### src/rtl/mem_arbiter_pkg.sv
// Shared types and constants for the two-way memory arbiter.
// The arbiter, its round-robin picker and the bus interface all import this package.
package mem_arb_pkg;

  typedef enum logic [1:0] {
    IDLE   = 2'd0,
    ACCESS = 2'd1,
    DONE   = 2'd2
  } state_t;

  localparam logic GNT_CPU = 1'b0;
  localparam logic GNT_PNL = 1'b1;

  // Width of the wait-state counter; at least one bit even when WAIT_CYC is 0.
  function automatic int cnt_width(input int wait_cyc);
    return (wait_cyc > 0) ? $clog2(wait_cyc + 1) : 1;
  endfunction

endpackage

### src/rtl/mem_arbiter_if.sv
// Requester, memory and status signals of the arbiter, bundled into one interface.
// The slave modport is the arbiter's view; the master modport is the requesters' and memory's view.
interface mem_arbiter_if #(
  parameter int AW = 16,
  parameter int DW = 8
);
  logic          cpu_req;
  logic          cpu_we;
  logic [AW-1:0] cpu_addr;
  logic [DW-1:0] cpu_wdata;
  logic          cpu_ack;
  logic [DW-1:0] cpu_rdata;

  logic          pnl_req;
  logic          pnl_we;
  logic [AW-1:0] pnl_addr;
  logic [DW-1:0] pnl_wdata;
  logic          pnl_ack;
  logic [DW-1:0] pnl_rdata;

  logic [AW-1:0] mem_addr;
  logic [DW-1:0] mem_wdata;
  logic [DW-1:0] mem_rdata;
  logic          mem_read;
  logic          mem_write;

  logic          busy;
  logic          grant;

  modport slave (
    input  cpu_req, cpu_we, cpu_addr, cpu_wdata,
    input  pnl_req, pnl_we, pnl_addr, pnl_wdata,
    input  mem_rdata,
    output cpu_ack, cpu_rdata, pnl_ack, pnl_rdata,
    output mem_addr, mem_wdata, mem_read, mem_write,
    output busy, grant
  );

  modport master (
    output cpu_req, cpu_we, cpu_addr, cpu_wdata,
    output pnl_req, pnl_we, pnl_addr, pnl_wdata,
    output mem_rdata,
    input  cpu_ack, cpu_rdata, pnl_ack, pnl_rdata,
    input  mem_addr, mem_wdata, mem_read, mem_write,
    input  busy, grant
  );

endinterface

### src/rtl/mem_arbiter_rr_arb2.sv
// Two-way round-robin pick: a lone requester wins, and on a tie the one that
// did not own the previous access wins. The last-owner register lives in the parent.
module rr_arb2 (
  input  logic req0,
  input  logic req1,
  input  logic last,
  output logic valid,
  output logic pick
);

  assign valid = req0 | req1;
  assign pick  = (req0 && req1) ? ~last : req1;

endmodule

### src/rtl/mem_arbiter.sv
// Shares one external memory port between the CPU bus and the front-panel loader.
// Each access runs IDLE (arbitrate) -> ACCESS (WAIT_CYC+1 cycles) -> DONE (ack pulse).
module mem_arbiter
  import mem_arb_pkg::*;
#(
  parameter int AW       = 16,
  parameter int DW       = 8,
  parameter int WAIT_CYC = 1
) (
  input  logic          clk,
  input  logic          rst,
  mem_arbiter_if.slave  bus
);

  localparam int            CW       = cnt_width(WAIT_CYC);
  localparam logic [CW-1:0] CNT_LAST = CW'(WAIT_CYC);

  state_t        state, state_nx;
  logic [CW-1:0] cnt;
  logic          owner;      // grant and last-owner are always the same value
  logic          we_lat;
  logic [AW-1:0] addr_lat;
  logic [DW-1:0] wdata_lat;
  logic [DW-1:0] cpu_rdata_r;
  logic [DW-1:0] pnl_rdata_r;

  logic          pick_valid;
  logic          pick;
  logic          last_cycle;

  logic          mem_read_c;
  logic          mem_write_c;
  logic          cpu_ack_c;
  logic          pnl_ack_c;
  logic          busy_c;

  rr_arb2 u_rr_arb2 (
    .req0  (bus.cpu_req),
    .req1  (bus.pnl_req),
    .last  (owner),
    .valid (pick_valid),
    .pick  (pick)
  );

  assign last_cycle = (cnt == CNT_LAST);

  // NOTE: sequential state uses non-blocking assignments so every register
  // samples pre-edge values regardless of process evaluation order.
  always_ff @(posedge clk or posedge rst) begin
    if (rst) state <= IDLE;
    else     state <= state_nx;
  end

  // NOTE: defaulting every always_comb output first keeps all paths assigned,
  // so no latch is inferred.
  always_comb begin
    state_nx = state;
    unique case (state)
      IDLE:    if (pick_valid) state_nx = ACCESS;
      ACCESS:  if (last_cycle) state_nx = DONE;
      DONE:    state_nx = IDLE;
      default: state_nx = IDLE;
    endcase
  end

  // Strobes and acks decode straight from state, so an asynchronous reset
  // drops them at once without waiting for a clock edge.
  always_comb begin
    mem_read_c  = 1'b0;
    mem_write_c = 1'b0;
    cpu_ack_c   = 1'b0;
    pnl_ack_c   = 1'b0;
    busy_c      = 1'b0;
    unique case (state)
      ACCESS: begin
        mem_read_c  = ~we_lat;
        mem_write_c = we_lat;
        busy_c      = 1'b1;
      end
      DONE: begin
        cpu_ack_c = (owner == GNT_CPU);
        pnl_ack_c = (owner == GNT_PNL);
        busy_c    = 1'b1;
      end
      default: ;
    endcase
  end

  // NOTE: the read-data holding registers are ordinary flops and get an
  // explicit reset value; they are not memory arrays.
  always_ff @(posedge clk or posedge rst) begin
    if (rst) begin
      cnt         <= '0;
      owner       <= GNT_PNL;
      we_lat      <= 1'b0;
      addr_lat    <= '0;
      wdata_lat   <= '0;
      cpu_rdata_r <= '0;
      pnl_rdata_r <= '0;
    end else begin
      unique case (state)
        IDLE: begin
          if (pick_valid) begin
            owner <= pick;
            cnt   <= '0;
            if (pick == GNT_PNL) begin
              we_lat    <= bus.pnl_we;
              addr_lat  <= bus.pnl_addr;
              wdata_lat <= bus.pnl_wdata;
            end else begin
              we_lat    <= bus.cpu_we;
              addr_lat  <= bus.cpu_addr;
              wdata_lat <= bus.cpu_wdata;
            end
          end
        end
        ACCESS: begin
          cnt <= cnt + 1'b1;
          if (last_cycle && !we_lat) begin
            if (owner == GNT_PNL) pnl_rdata_r <= bus.mem_rdata;
            else                  cpu_rdata_r <= bus.mem_rdata;
          end
        end
        default: ;
      endcase
    end
  end

  assign bus.mem_addr  = addr_lat;
  assign bus.mem_wdata = wdata_lat;
  assign bus.mem_read  = mem_read_c;
  assign bus.mem_write = mem_write_c;
  assign bus.cpu_ack   = cpu_ack_c;
  assign bus.pnl_ack   = pnl_ack_c;
  assign bus.cpu_rdata = cpu_rdata_r;
  assign bus.pnl_rdata = pnl_rdata_r;
  assign bus.busy      = busy_c;
  assign bus.grant     = owner;

endmodule

### src/flat_wrapper.sv
// flat-port wrapper written by rule: the top's interface ports become plain ports
module mem_arbiter_flat import mem_arb_pkg::*;
#(
  parameter int AW       = 16,
  parameter int DW       = 8,
  parameter int WAIT_CYC = 1
)
  (clk, rst, bus_cpu_req, bus_cpu_we, bus_cpu_addr, bus_cpu_wdata, bus_pnl_req, bus_pnl_we, bus_pnl_addr, bus_pnl_wdata, bus_mem_rdata, bus_cpu_ack, bus_cpu_rdata, bus_pnl_ack, bus_pnl_rdata, bus_mem_addr, bus_mem_wdata, bus_mem_read, bus_mem_write, bus_busy, bus_grant);
  mem_arbiter_if #(.AW(AW), .DW(DW)) bus_i ();
  input  logic clk;
  input  logic rst;
  input wire logic [$bits(bus_i.cpu_req)-1:0] bus_cpu_req;
  input wire logic [$bits(bus_i.cpu_we)-1:0] bus_cpu_we;
  input wire logic [$bits(bus_i.cpu_addr)-1:0] bus_cpu_addr;
  input wire logic [$bits(bus_i.cpu_wdata)-1:0] bus_cpu_wdata;
  input wire logic [$bits(bus_i.pnl_req)-1:0] bus_pnl_req;
  input wire logic [$bits(bus_i.pnl_we)-1:0] bus_pnl_we;
  input wire logic [$bits(bus_i.pnl_addr)-1:0] bus_pnl_addr;
  input wire logic [$bits(bus_i.pnl_wdata)-1:0] bus_pnl_wdata;
  input wire logic [$bits(bus_i.mem_rdata)-1:0] bus_mem_rdata;
  output wire logic [$bits(bus_i.cpu_ack)-1:0] bus_cpu_ack;
  output wire logic [$bits(bus_i.cpu_rdata)-1:0] bus_cpu_rdata;
  output wire logic [$bits(bus_i.pnl_ack)-1:0] bus_pnl_ack;
  output wire logic [$bits(bus_i.pnl_rdata)-1:0] bus_pnl_rdata;
  output wire logic [$bits(bus_i.mem_addr)-1:0] bus_mem_addr;
  output wire logic [$bits(bus_i.mem_wdata)-1:0] bus_mem_wdata;
  output wire logic [$bits(bus_i.mem_read)-1:0] bus_mem_read;
  output wire logic [$bits(bus_i.mem_write)-1:0] bus_mem_write;
  output wire logic [$bits(bus_i.busy)-1:0] bus_busy;
  output wire logic [$bits(bus_i.grant)-1:0] bus_grant;
  assign bus_i.cpu_req = bus_cpu_req;
  assign bus_i.cpu_we = bus_cpu_we;
  assign bus_i.cpu_addr = bus_cpu_addr;
  assign bus_i.cpu_wdata = bus_cpu_wdata;
  assign bus_i.pnl_req = bus_pnl_req;
  assign bus_i.pnl_we = bus_pnl_we;
  assign bus_i.pnl_addr = bus_pnl_addr;
  assign bus_i.pnl_wdata = bus_pnl_wdata;
  assign bus_i.mem_rdata = bus_mem_rdata;
  assign bus_cpu_ack = bus_i.cpu_ack;
  assign bus_cpu_rdata = bus_i.cpu_rdata;
  assign bus_pnl_ack = bus_i.pnl_ack;
  assign bus_pnl_rdata = bus_i.pnl_rdata;
  assign bus_mem_addr = bus_i.mem_addr;
  assign bus_mem_wdata = bus_i.mem_wdata;
  assign bus_mem_read = bus_i.mem_read;
  assign bus_mem_write = bus_i.mem_write;
  assign bus_busy = bus_i.busy;
  assign bus_grant = bus_i.grant;
  mem_arbiter #(.AW(AW), .DW(DW), .WAIT_CYC(WAIT_CYC)) u_core (.clk(clk), .rst(rst), .bus(bus_i));
endmodule
### config.mk
export PLATFORM = sky130hd
export DESIGN_NAME = mem_arbiter_flat
export DESIGN_NICKNAME = d
export VERILOG_FILES = /design/src/rtl/mem_arbiter_pkg.sv /design/src/rtl/mem_arbiter_if.sv /design/src/rtl/mem_arbiter_rr_arb2.sv /design/src/rtl/mem_arbiter.sv /design/src/flat_wrapper.sv
export SDC_FILE = /design/constraint.sdc
export NUM_CORES = 1
export LEC_CHECK = 0
export CAP_MARGIN = 20
export CORE_ASPECT_RATIO = 1.5
export CORE_MARGIN = 2
export CORE_UTILIZATION = 25
export DETAILED_ROUTE_END_ITERATION = 8
export GPL_TIMING_DRIVEN = 0
export SYNTH_ARGS = -nofsm -noshare
export SYNTH_HDL_FRONTEND = slang
export SYNTH_SLANG_ARGS = --single-unit
### constraint.sdc
create_clock -name clk -period 1.7 [get_ports clk]
set_input_delay 0.255 -clock clk [delete_from_list [all_inputs] [get_ports clk]]
set_output_delay 0.255 -clock clk [all_outputs]
set_load 0.05 [all_outputs]
==> results.toml <==
[grt]
grt_overflow_total = 0
grt_util_all_layers = 0.1350
grt_max_degree = 38
grt_pass1_vias = 1924
grt_antenna_before_repair = 0
grt_pass1_wl_um = 9397

[critical_path]
r2r_slack_ns = 0.12
crit_path_max_fanout = 6
required_ns = 1.44
crit_type = "flop to output port"
slowest_stage = "dfrtp_1"
crit_arrival_ns = 1.41
critPathMaxStageDelay_ns = 0.38
crit_chain = "inv_1, ha_2, nor2b_1, buf_4"
end_kind = "output port"
reg2reg_depth = 7
cp-start-kind = "flop"

[routing]
wl_met1_um = 2122
routed.top_layer = "met4"
wl_met3_um = 394
drtAntennaViolNets = 0
dr_total_vias = 1897
drt_wl_total_um = 5850
drc = 0
wl_met2_um = 3210
via_per_inst = 4.474
drt-initial-drc-count = 59
drt-pass1-iter-count = 6
routedWlPerCell_um = 13.80

[job]
cap_violations = 0

[yosys]
yosysTopAreaCellShare = 0.5405
syn_nets = 268
synth_common_cells = "51 x nand2_1, 44 x dfrtp_1, 26 x a31oi_1"
yosys.area.top_type = "dfrtp_1"
yosysMostFrequentCell = "nand2_1"
synth_cells = 201
synth-seq-cells = 45
yosysSeqAreaShare = 0.5534
yosys.cell_types.count = 23
async_flop_share = 1.000
syn_area_sq_um = 2037
avgSynthCellArea_sq_um = 10.13
synth_edf_count = 0
synth_area_leaders = "dfrtp_1 54%, nand2_1 9.4%, mux2_2 9.4%"
ys.flop_type = "dfrtp_1"
ys_warn_count = 0

[timing]
setup_viol = 0
setup_ws_ns = 0.03496
hold_viol = 0
finalMaxSlewViolations = 0
fin_crit_sh = 0.9794
slew_headroom = 0.6396
tightest_slew_ns = 0.5427
max_clock_freq_ghz = 0.6006
rsz0062_at_grt = "true"
period_needed_ns = 1.665
clock_skew_ns = 0.004155

[power_and_ir_drop]
powerDensity_nw_per_um2 = 2111
peakVddDrop_v = 0.0007567
p_leak_nw = 1.638
finalPower_mw = 7.307

[floorplanning]
die-area_sq_um = 8901
die_h_um = 114.6
num_io_pins = 108
die_w_um = 77.70
fp.coreArea_sq_um = 7958
initial_core_util = 0.2560
rows = 40

[placement]
dp_cells = 414
place_congestion = 0.7295
placement.io_buffers = 107
pre_cts_ws_ns = -0.2942
postPlaceCellArea_sq_um = 3259
hpwl_um = 4429

[clock_network]
numClockSinks = 45
numCtsBuffers = 5
path_clk_slew_ns = 0.06
cts_buffer_depth = 2
cts_tree = "built"
cts_max_level = 2
clock_latency_ns = 0.28
cts_hold_buf = 0
clockRootBuffer = "clkbuf_16"

[hold_path]
hold_path.class = "input pin to asynchronous set/reset pin"

[final_layout]
fin_nets = 385
final_area_sq_um = 3462
area_growth_syn_to_layout_pct = 69.96
drive_gt1_frac = 0.1661
antenna_cells = 0
final_cell_count_no_fill = 424

[run_status]
status = "finished, final reports clean"
flip-flops by register name, summed over array words and instances (netlist names):
signal and flops:
u_core.we_lat 1, u_core.state 2, u_core.bus.mem_addr 16, u_core.bus.cpu_rdata 8, u_core.bus.mem_wdata 8, u_core.bus.grant 1, u_core.cnt 1, u_core.bus.pnl_rdata 8
logic make-up after synthesis:
group,after synthesis,share of synthesized area
buf+inv,16,0.03746
flops,45,0.5534
fa+ha+maj,5,0.03071
simple gates,84,0.1751
mux,17,0.09398
compound gates,34,0.1093
worst max-delay path: cells and delay by family, from the launching register on:
kind | cells | cell delay [ns]
buffers and inverters | 2 | 0.35
and+or+nand+nor | 1 | 0.15
adders and majority gates | 1 | 0.25
DFF | 1 | 0.38
area by class of cell:
cell class | count | area [sq um]
clock buffer | 5 | 125.1
tap | 105 | 131.4
sequential | 45 | 1127
fill | 789 | 4496
multi-input combinational | 140 | 840.8
clock inverter | 3 | 46.29
timing repair buffer | 110 | 1102
inverter | 4 | 15.01
buffer | 12 | 73.82
metrics by stage:
| step | hold WS (ns) | util | TNS [ns] |
|---|---|---|---|
| floorplan | 0.3280 | - | 0 |
| global placement | 0.4901 | 0.4071 | -32.75 |
| detailed placement | 0.4925 | 0.4096 | -5.749 |
| CTS | 0.2073 | 0.4280 | -0.001915 |
| global route | 0.2225 | 0.4351 | -0.1450 |
| finish | 0.2035 | 0.4351 | 0 |
metal layers:
metal  vias up  GRT usage
li1        911          -
met1       905     0.1404
met2        71     0.2563
met3        10    0.03549
met4         0    0.04881
met5         -          0
cell usage in the layout, fill, tap and decap left out, types with 5 or more instances in the layout:
master           count
clkdlybuf4s50_1     61
nand2_1             51
dfrtp_1             44
a31oi_1             26
nor2_1              25
dlygate4sd2_1       24
mux2_2              17
dlymetal6s2s_1      17
buf_2                9
clkbuf_16            5
power by group:
group          total [mW]  internal [mW]  switching [mW]
Clock                1.11          0.695           0.411
Sequential           1.89           1.62           0.269
Combinational        4.31           1.39            2.93
final timing paths:
kind / from / endpoint
worst min-delay path: rst / u_core.bus.mem_addr[5]$_DFFE_PP0P_
worst min register to register: u_core.bus.cpu_rdata[5]$_DFFE_PP0P_ / u_core.bus.cpu_rdata[5]$_DFFE_PP0P_
min in group clk: u_core.bus.cpu_rdata[5]$_DFFE_PP0P_ / u_core.bus.cpu_rdata[5]$_DFFE_PP0P_
worst max register to register: u_core.state[1]$_DFFE_PP0P_ / u_core.bus.mem_wdata[3]$_DFFE_PP0P_
max in group asynchronous: rst / u_core.bus.grant$_DFFE_PP1P_
worst max-delay path: u_core.state[1]$_DFFE_PP0P_ / bus_mem_read
timing repair:
action / CTS / global route
setup endpoints to repair: 70 / 47
setup buffers: 2 / 0
resized for setup: 54 / 27
No activity file was read; power rests on OpenSTA's default activity.
